[config.mk]
export PLATFORM = sky130hd
export DESIGN_NAME = control_unit
export DESIGN_NICKNAME = d
export VERILOG_FILES = /design/src/rtl/control_unit.sv
export SDC_FILE = /design/constraint.sdc
export NUM_CORES = 1
export LEC_CHECK = 0
export ABC_AREA = 1
export CAP_MARGIN = 20
export CORE_AREA = 2 2 47 49
export CTS_BUF_LIST = sky130_fd_sc_hd__clkbuf_2
export CTS_CLUSTER_SIZE = 8
export DETAILED_ROUTE_END_ITERATION = 8
export DIE_AREA = 0 0 49 51
export GPL_ROUTABILITY_DRIVEN = 0
export HOLD_SLACK_MARGIN = 0.15
export PLACE_DENSITY = 0.79
export SYNTH_ARGS = -nofsm -noshare
export SYNTH_HDL_FRONTEND = slang
export SYNTH_SLANG_ARGS = --single-unit
[constraint.sdc]
create_clock -name Clock -period 1.6 [get_ports Clock]
set_input_delay 0.32 -clock Clock [delete_from_list [all_inputs] [get_ports Clock]]
set_output_delay 0.32 -clock Clock [all_outputs]
set_load 0.005 [all_outputs]
[src/rtl/control_unit.sv]
// Hard-wired sequencer for the 32-bit datapath: fetch in T0-T2, execute in T3-T6.
// The state register and next-state logic are separate; output strobes are decoded from state and the IR opcode.
module control_unit #(
  parameter int unsigned    OPW     = 5,
  parameter logic [OPW-1:0] NOP_OP  = 5'b11010,
  parameter logic [OPW-1:0] HALT_OP = 5'b11011
) (
  input  logic        Clock,
  input  logic        clear,
  input  logic [31:0] IR,
  input  logic        mem_ready,
  output logic        PCout,
  output logic        Zhighout,
  output logic        Zlowout,
  output logic        MDRout,
  output logic        HIout,
  output logic        LOout,
  output logic        PCin,
  output logic        IRin,
  output logic        MARin,
  output logic        MDRin,
  output logic        Yin,
  output logic        Zin,
  output logic        HIin,
  output logic        LOin,
  output logic        IncPC,
  output logic        Read,
  output logic        Gra,
  output logic        Grb,
  output logic        Grc,
  output logic        Rin,
  output logic        Rout,
  output logic [4:0]  alu_op,
  output logic        run,
  output logic [3:0]  state
);

  typedef enum logic [3:0] {
    RST  = 4'd0,
    T0   = 4'd1,
    T1   = 4'd2,
    T2   = 4'd3,
    T3   = 4'd4,
    T4   = 4'd5,
    T5   = 4'd6,
    T6   = 4'd7,
    HALT = 4'd8
  } state_t;

  state_t         cur, nxt;
  logic [OPW-1:0] op;
  logic           is_alu, is_muldiv, is_exec;
  logic           unused_ir;

  assign op = IR[31 -: OPW];
  // Register-field bits are consumed by the datapath's select-and-encode logic.
  assign unused_ir = ^IR[31-OPW:0];

  always_comb begin
    is_alu    = 1'b0;
    is_muldiv = 1'b0;
    case (op)
      5'b00011, 5'b00100, 5'b00101, 5'b00110,
      5'b00111, 5'b01000, 5'b10001, 5'b10010: is_alu    = 1'b1;
      5'b01111, 5'b10000:                     is_muldiv = 1'b1;
      default: ;
    endcase
    is_exec = (op != NOP_OP) && (is_alu || is_muldiv);
  end

  always_ff @(posedge Clock) begin
    if (clear) cur <= RST;
    else       cur <= nxt;
  end

  always_comb begin
    nxt = cur;
    case (cur)
      RST:  nxt = T0;
      T0:   nxt = T1;
      T1:   nxt = mem_ready ? T2 : T1;
      T2:   nxt = T3;
      T3: begin
        if (op == HALT_OP) nxt = HALT;
        else if (is_exec)  nxt = T4;
        else               nxt = T0;
      end
      T4:   nxt = T5;
      T5:   nxt = is_muldiv ? T6 : T0;
      T6:   nxt = T0;
      HALT: nxt = HALT;
      default: nxt = RST;
    endcase
  end

  always_comb begin
    PCout = 1'b0; Zhighout = 1'b0; Zlowout = 1'b0; MDRout = 1'b0;
    HIout = 1'b0; LOout = 1'b0;
    PCin = 1'b0; IRin = 1'b0; MARin = 1'b0; MDRin = 1'b0;
    Yin = 1'b0; Zin = 1'b0; HIin = 1'b0; LOin = 1'b0;
    IncPC = 1'b0; Read = 1'b0;
    Gra = 1'b0; Grb = 1'b0; Grc = 1'b0; Rin = 1'b0; Rout = 1'b0;
    alu_op = '0;
    case (cur)
      T0: begin PCout = 1'b1; MARin = 1'b1; IncPC = 1'b1; Zin = 1'b1; end
      T1: begin Zlowout = 1'b1; PCin = 1'b1; Read = 1'b1; MDRin = 1'b1; end
      T2: begin MDRout = 1'b1; IRin = 1'b1; end
      T3: if (is_exec) begin Grb = 1'b1; Rout = 1'b1; Yin = 1'b1; end
      T4: begin Grc = 1'b1; Rout = 1'b1; Zin = 1'b1; alu_op = 5'(op); end
      T5: begin
        Zlowout = 1'b1;
        if (is_muldiv) LOin = 1'b1;
        else begin Gra = 1'b1; Rin = 1'b1; end
      end
      T6: begin Zhighout = 1'b1; HIin = 1'b1; end
      default: ;
    endcase
  end

  assign run   = (cur != RST) && (cur != HALT);
  assign state = cur;

endmodule
* Word level (Yosys, flattened, before mapping)
Cells that the tools add are included.
** Cells by class
- Equal/unequal tests :: 21
- Multiplexer cells :: 22
- Reduce and logical (&&, ||, !) cells :: 10
** Operator list (count)
- 4-bit case mux with 8 select lines :: 1
- 5-bit by 3-bit == test with 1-bit output, second input constant :: 4
- 5-bit == test, second input constant :: 4
- 4-bit by 3-bit == test with 1-bit output, second input constant :: 4
- 1-bit two-way mux :: 16
- 5-bit by 4-bit == test with 1-bit output, second input constant :: 2
- 4-bit by 2-bit == test with 1-bit output, second input constant :: 2
- 2-bit OR reduction :: 4
- 8-bit OR reduction :: 1
- 3-bit two-way mux :: 2
- 5-bit by 2-bit == test with 1-bit output, second input constant :: 1
- 5-bit two-way mux :: 1
- 5-bit inequality test, second input constant :: 1
- 4-bit by 1-bit == test with 1-bit output, second input constant :: 1
- 4-bit == test, second input constant :: 1
- 4-bit zero test :: 1
- 4-bit two-way mux :: 1
- 4-bit inequality test, second input constant :: 1
- 4-bit nonzero test :: 1
- 1-bit logical AND :: 2
- 1-bit case mux with 2 select lines :: 1
- 1-bit logical OR :: 1
** Storage, ports and cells
- Flip-flop bits (word level) :: 4
- Bits of input ports :: 35
- Output and inout port bits :: 31
- Word-level logic and storage cells :: 54

* Depth between registers and ports, before layout
Gate-level depths: netlist of the first run.
- Depth after elaboration :: 8
- Mapped depth :: 9
- Mapped depth without buffers :: 8

* Least setup slack after synthesis of the first run
OpenSTA, ideal clock, no wires.
- Path kind :: input -> output
- Start point :: in IR[27]
- End point :: out Yin
- Data arrival time :: 1.081 ns
- Required time :: 1.280 ns
- Slack :: 0.199 ns
- Stages on the path :: 7
- Buffers on the path :: 1
- Path through :: nand2_1 > nor2_1 > o21ai_1 > nand2_1 > nand2_1 > inv_1 > buf_4
** Between the ends
- Longest elaborated chain between the ends :: 7
- Elaborated cells between the ends (all ways) :: 19
** Ends and longest elaborated chain
- from (decl) :: RTL line 10 : input logic [31:0] IR,
- 5-bit by 2-bit == test with 1-bit output, or another cell as far along :: RTL line 62 : case (op)
- 8-bit OR reduction / 2-bit OR reduction (equally long branches) :: RTL line 62
- 1-bit two-way mux :: RTL line 62
- 1-bit logical OR :: RTL line 68 : is_exec = (op != NOP_OP) && (is_alu || is_muldiv);
- 1-bit logical AND (*) :: RTL line 68
- 1-bit two-way mux (*) (2 in a row)
- to (decl) :: RTL line 22 : output logic Yin,
Mark *: on every way between the ends. The rest lies on a longest branch, timed or not.

* Worst setup path after layout of the first run
- Start point :: reg cur[1] (netlist: state[1])
- End point :: out PCin
** Between the ends
- Longest elaborated chain between the ends :: 2
** Ends and longest elaborated chain
- from (decl) :: RTL line 50 : state_t cur, nxt;
- from (signal assigned) :: RTL line 73 : else cur <= nxt;
- 4-bit by 2-bit == test with 1-bit output :: RTL line 104 : case (cur)
- 1-bit two-way mux :: RTL line 104
- to (decl) :: RTL line 18 : output logic PCin,
Every way passes these cells.

==> results of run 1 <==
==> power by group <==
part | internal [W] | total (W) | switching (W)
Combinational | 0.000242 | 0.000448 | 0.000206
Clock | 0.0000504 | 0.0000896 | 0.0000392
Sequential | 0.000117 | 0.000140 | 0.0000223
Total | 0.000410 | 0.000677 | 0.000267
==> what timing repair did <==
| action | CTS | global route |
|---|---|---|
| gates resized for setup | 89 | 25 |
| buffers inserted | 2 | 4 |
| setup endpoints to repair | 26 | 13 |
| pin swaps | 9 | 6 |
==> through the flow <==
stage / worst slack, ns / utilization (%)
6_report: 0.0232 / 52.0
3_5_place_dp: -0.639 / 46.5
5_1_grt: -0.0677 / 52.0
4_1_cts: -0.0526 / 50.6
2_1_floorplan: 0.199 / -
3_3_place_gp: -0.606 / 46.5
==> worst reg2reg max path, delay by kind of cell (launching register included) <==
kind	cells	cell delay (ns)
buf+inv	5	0.50
simple gates	6	0.43
flops	1	0.33
==> worst min-delay path by stage <==
stage	cells past startpoint	startpoint	endpoint	slack, ns
2_1_floorplan	1	clear	state[2]	0.38
3_3_place_gp	3	state[3]	state[3]	0.65
3_5_place_dp	3	state[3]	state[3]	0.65
4_1_cts	5	IR[28]	state[3]	0.65
5_1_grt	5	IR[31]	state[3]	0.71
6_report	5	IR[31]	state[3]	0.67
==> layer usage <==
layer  up-vias  part of all wire (%)  track usage, %
li1        365                     -               -
met1       318                    38            14.7
met2        28                    54            29.9
met3         4                   5.6            2.92
met4         0                   2.1            8.57
met5         -                     0               0
==> logic make-up (layout without fill, tap and decap cells) <==
group	count (synthesis)	count (layout)	synth area share (%)
compound gates	5	5	6.02
buf+inv	26	82	28.3
flops	4	4	16.8
other cells	1	2	0.785
simple gates	51	51	48.2
==> cell type report <==
type	count	area [um2]
fillers	208	990
repair buffers	63	503
multi-input cells	58	368
flip-flops and latches	4	92.6
inverters	16	60.1
well taps	28	35.0
clock buffers	3	15.0
==> placed cells by master (no fill, tap or decap), drive strengths merged <==
cell type      count
nor3               2
nand3              5
dlygate4sd2       13
clkdlybuf4s15      5
nand4              2
dfxtp              4
o21ai              2
nor2              21
conb               2
inv               16
clkdlybuf4s50      6
clkbuf             5
buf               37
a21oi              3
nand2             21
==> results.md, run 1 <==
- Ys Warns: 0
- CP Depth: 6
- Largest area contributor in the netlist: dfxtp_1
- Reg2reg end: state[1]
- Arrival time worst endpoint: 1.26 ns
- Die width: 49 um
- Most frequent CP cell: inv_2
- Detailed-route DRC error count: 0
- Synth area leaders: dfxtp_1 17%, buf_4 16%, nand2_1 15%
- CP Launch Type: flop
- Routed WL per cell: 10.7 um
- # Max-Cap Violations: 0
- Detailed Place HPWL: 1320 um
- Number of synthesized flops with an enable pin: 0
- Delay-heaviest family, CP: buffers and inverters
- Crit. Startpoint: state[1]
- Reg2reg setup slack: 0.23 ns
- TritonCTS Buffers: 3
- Largest net degree at the start of global routing: 7
- CTS Hold Buffers Added: 0
- TritonCTS clock tree: done
- Worst Reg-to-Reg Cells: 11
- Antenna violations before repair: 0
- Area after DPL: 960 um2
- Syn Inst Count: 87
- Overflow after GRT: 0
- Highest clock rate: 0.634 GHz
- Final wirelength: 1850 um
- Crit-path max FO: 4
- Critical path buffer and inverter count: 4
- Cell count after placement: 163
- Max reg flops: 4
- Max Root-Sink Buffers: 2
- Leak Pwr: 0.637 nW
- RSZ-0062 raised after global routing: true
- Syn_area_per_cell: 5.49 um2
- Via/cell ratio: 4.16
- Starting Density: 23.2%
- Crit-path slowest cell: dfxtp_2
- Max VDD drop: 0.000377 V
- Cells along the critical path: inv_2 > nor2_2 > inv_2 > buf_4 > nor2_4 > dlygate4sd2_1
- H-tree depth: 1
- Vias: 715
- Req. time, crit path: 1.28 ns
- Pre-antenna DRT Iters: 4
- First-pass GRT wire length: 2890 um
- DIE AREA: 2500 um2
- Sequential share of the synthesized area: 16.8%
- Synth unique cells: 16
- Power Dens Cells: 631 nW/um2
- Root Driver: clkbuf_2
- Final min period: 1.58 ns
- Post-synth top cells: 19 x nand2_1, 17 x nor2_1, 14 x inv_1
- Async set-reset flop share out of synthesis: 0%
- Critical Path Sink: PCin
- Nets: 181
- Core Rows: 17
- Ys flop type: dfxtp_1
- Core Area: 2060 um2
- GRT Total Usage: 15.1%
- Top-count cell post-synth: nand2_1
- Final worst-path cycle share: 98.5%
- Top-area cell type share of the netlist area: 16.8%
- Number of global-route vias before repair: 687
- Final hold viol count: 0
- Synthesis-to-finish area growth: 125%
- Crit end category: primary output
- Clock transition at the registers of the reported paths: 0.04 ns
- Final std cell area, no fill: 1070 um2
- Hold crit path type: input pin to flop
- Endpoints failing setup: 0
- Final non-filler cell total: 172
- Initial DRC count: 13
- Sink Count: 4
- Slew Limit Fails: 0
- Status: complete, no violations
- Share of layout cells above drive strength 1: 55.6%
- N_diodes: 0
- Setup TNS: 0 ns
- Worst Setup Path Type: flop to primary output
- Overall Power: 0.000677 W
- I/O pin cnt: 66
- CP max stage delay: 0.36 ns
- Chip height: 51 um
- Final Skew: 0.00637 ns
- PortBufs: 36
- Synthesized area: 478 um2
- Skew-Pair Late Insertion Delay: 0.20 ns
- Hold Slack: 0.675 ns
- RR Startpoint: state[1]
- Antenna viol nets, final: 0
- Synth Register Bits: 4
Power figures use the tool's default switching activity.
==> run 2: changes to the inputs <==
--- a/config.mk
+++ b/config.mk
@@ -7,11 +7,11 @@
 export LEC_CHECK = 0
 export ABC_AREA = 1
 export CAP_MARGIN = 20
-export CORE_AREA = 2 2 47 49
+export CORE_AREA = 10 10 55 57
 export CTS_BUF_LIST = sky130_fd_sc_hd__clkbuf_2
 export CTS_CLUSTER_SIZE = 8
 export DETAILED_ROUTE_END_ITERATION = 8
-export DIE_AREA = 0 0 49 51
+export DIE_AREA = 0 0 65 67
 export GPL_ROUTABILITY_DRIVEN = 0
 export HOLD_SLACK_MARGIN = 0.15
 export PLACE_DENSITY = 0.79
==> results.md, run 2 (synthesis results as in run 1) <==
- TritonCTS Buffers: 3 (unchanged)
- Synthesis-to-finish area growth: 120%
- Most frequent cells in the layout: 22 x buf_4, 14 x nand2_1, 14 x dlygate4sd2_1
- Reg2reg setup slack: 0.21 ns (-0.02 ns)
- Leak Pwr: 0.634 nW (-0.51%)
- Overflow after GRT: 0 (unchanged)
- Final worst-path cycle share: 98.4% (-0.12 points)
- Max Root-Sink Buffers: 2 (unchanged)
- Core Area: 1940 um2 (-5.9%)
- Detailed-route DRC error count: 0 (unchanged)
- H-tree depth: 1 (unchanged)
- Crit-path max FO: 4 (unchanged)
- Number of global-route vias before repair: 767 (+12%)
- Skew-Pair Late Insertion Delay: 0.20 ns (about the same)
- RSZ-0062 raised after global routing: true
- Final hold viol count: 0 (unchanged)
- Most common cell after layout, fill and taps aside: buf_4
- Worst Setup Path Type: flop to primary output
- I/O pin cnt: 66 (unchanged)
- Detailed Place HPWL: 1640 um (+24%)
- Highest clock rate: 0.635 GHz (+0.12%)
- Final wirelength: 2140 um (+16%)
- Register Area: 90.1 um2 (-2.7%)
- Multi-input gate area in the final layout: 353 um2 (-4.1%)
- GRT Total Usage: 9.37% (-5.8 points)
- Final min period: 1.57 ns (-0.00187 ns)
- Filler cells: 196 (-5.8%)
- TritonCTS clock tree: done
- First-pass GRT wire length: 3300 um (+14%)
- Arrival time worst endpoint: 1.25 ns (about the same)
- Starting Density: 24.6% (+1.4 points)
- Chip height: 67 um (+31%)
- # Max-Cap Violations: 0 (unchanged)
- Final Skew: 0.00105 ns (-0.00532 ns)
- Max VDD drop: 0.000366 V (-3.1%)
- Pre-antenna DRT Iters: 3 (-1)
- Largest net degree at the start of global routing: 6 (-1)
- DIE AREA: 4360 um2 (+74%)
- Vias: 733 (+2.5%)
- Endpoints failing setup: 0 (unchanged)
- Max reg flops: 4 (unchanged)
- Slew Limit Fails: 0 (unchanged)
- Antenna viol nets, final: 0 (unchanged)
- PortBufs: 36 (unchanged)
- Nets: 181 (unchanged)
- Overall Power: 0.000668 W (-1.4%)
- Crit end category: primary output
- Area after DPL: 951 um2 (-0.91%)
- Root Driver: clkbuf_2
- Die width: 65 um (+33%)
- Sink Count: 4 (unchanged)
- Share of layout cells above drive strength 1: 52.1% (-3.5 points)
- Final std cell area, no fill: 1050 um2 (-2.0%)
- Routed WL per cell: 12.5 um (+17%)
- Antenna violations before repair: 0 (unchanged)
- Power Dens Cells: 635 nW/um2 (+0.63%)
- Status: complete, no violations
- Clock transition at the registers of the reported paths: 0.04 ns (about the same)
- Req. time, crit path: 1.28 ns (about the same)
- CP Launch Type: flop
- N_diodes: 0 (unchanged)
- Initial DRC count: 7 (-6)
- Hold crit path type: flop to flop
- Via/cell ratio: 4.29 (+3.1%)
- Core Rows: 16 (-1)
## run 2: cell count changes in the layout (fill, tap and decap cells not counted), sizes merged
cell / change
buf: +4
clkbuf: -2
clkdlybuf4s15: -3
dlygate4sd2: +1
## run 2: final timing paths
| path | to | from | cells after the start |
|---|---|---|---|
| hold / removal | state[3] | state[3] | 2 |
| hold reg to reg | state[3] | state[3] | 2 |
| setup / recovery | MDRin | state[3] | 5 |
| setup reg to reg | state[1] | state[1] | 11 |
## run 2: through the flow
stage | setup TNS [ns] | setup WS, ns | utilization [%] | cells | hold WS, ns
2_1_floorplan | 0 | 0.199 | - | 88 | 0.382
6_report | 0 | 0.0251 | 54.2 | 171 | 0.535
3_3_place_gp | -5.76 | -0.603 | 49.0 | 161 | 0.520
5_1_grt | -0.265 | -0.0355 | 54.2 | 171 | 0.565
4_1_cts | 0 | 0.00200 | 53.1 | 170 | 0.549
3_5_place_dp | -6.64 | -0.681 | 49.0 | 161 | 0.534
## run 2: repair_timing
action                                  in CTS  in global routing
hold buffers                                 0                  0
gates resized for setup                     97                 16
gates cloned                                 0                  0
pin swaps                                    6                  9
buffers inserted                             6                  2
endpoints found under the setup margin      26                  9
## run 2: critical path, cell delays in order (launching register included)
cell,delay (ns)
dfxtp_4,0.35
buf_4,0.14
nor2_4,0.11
inv_2,0.07
nor2_4,0.13
dlygate4sd2_1,0.26
## run 2: report_power, final
group / switching [W] / internal, W
registers: 0.0000189 / 0.000116
clock network: 0.0000385 / 0.0000503
logic: 0.000205 / 0.000240
## run 2: cell type report
type	count	share of cell area, %
Multi-Input combinational cell	58	33.5
Timing Repair Buffer	63	47.6
Inverter	16	5.71
Clock buffer	3	1.43
Sequential cell	4	8.56
Tap cell	27	3.21
## run 2: metal layers
| metal | wire [um] | share of wire [%] | global-route usage [%] |
|---|---|---|---|
| met1 | 773 | 36 | 7.86 |
| met2 | 1190 | 56 | 19.5 |
| met3 | 165 | 7.7 | 3.68 |
| met4 | 11 | 0.51 | 2.94 |
| met5 | 0 | 0 | 0 |
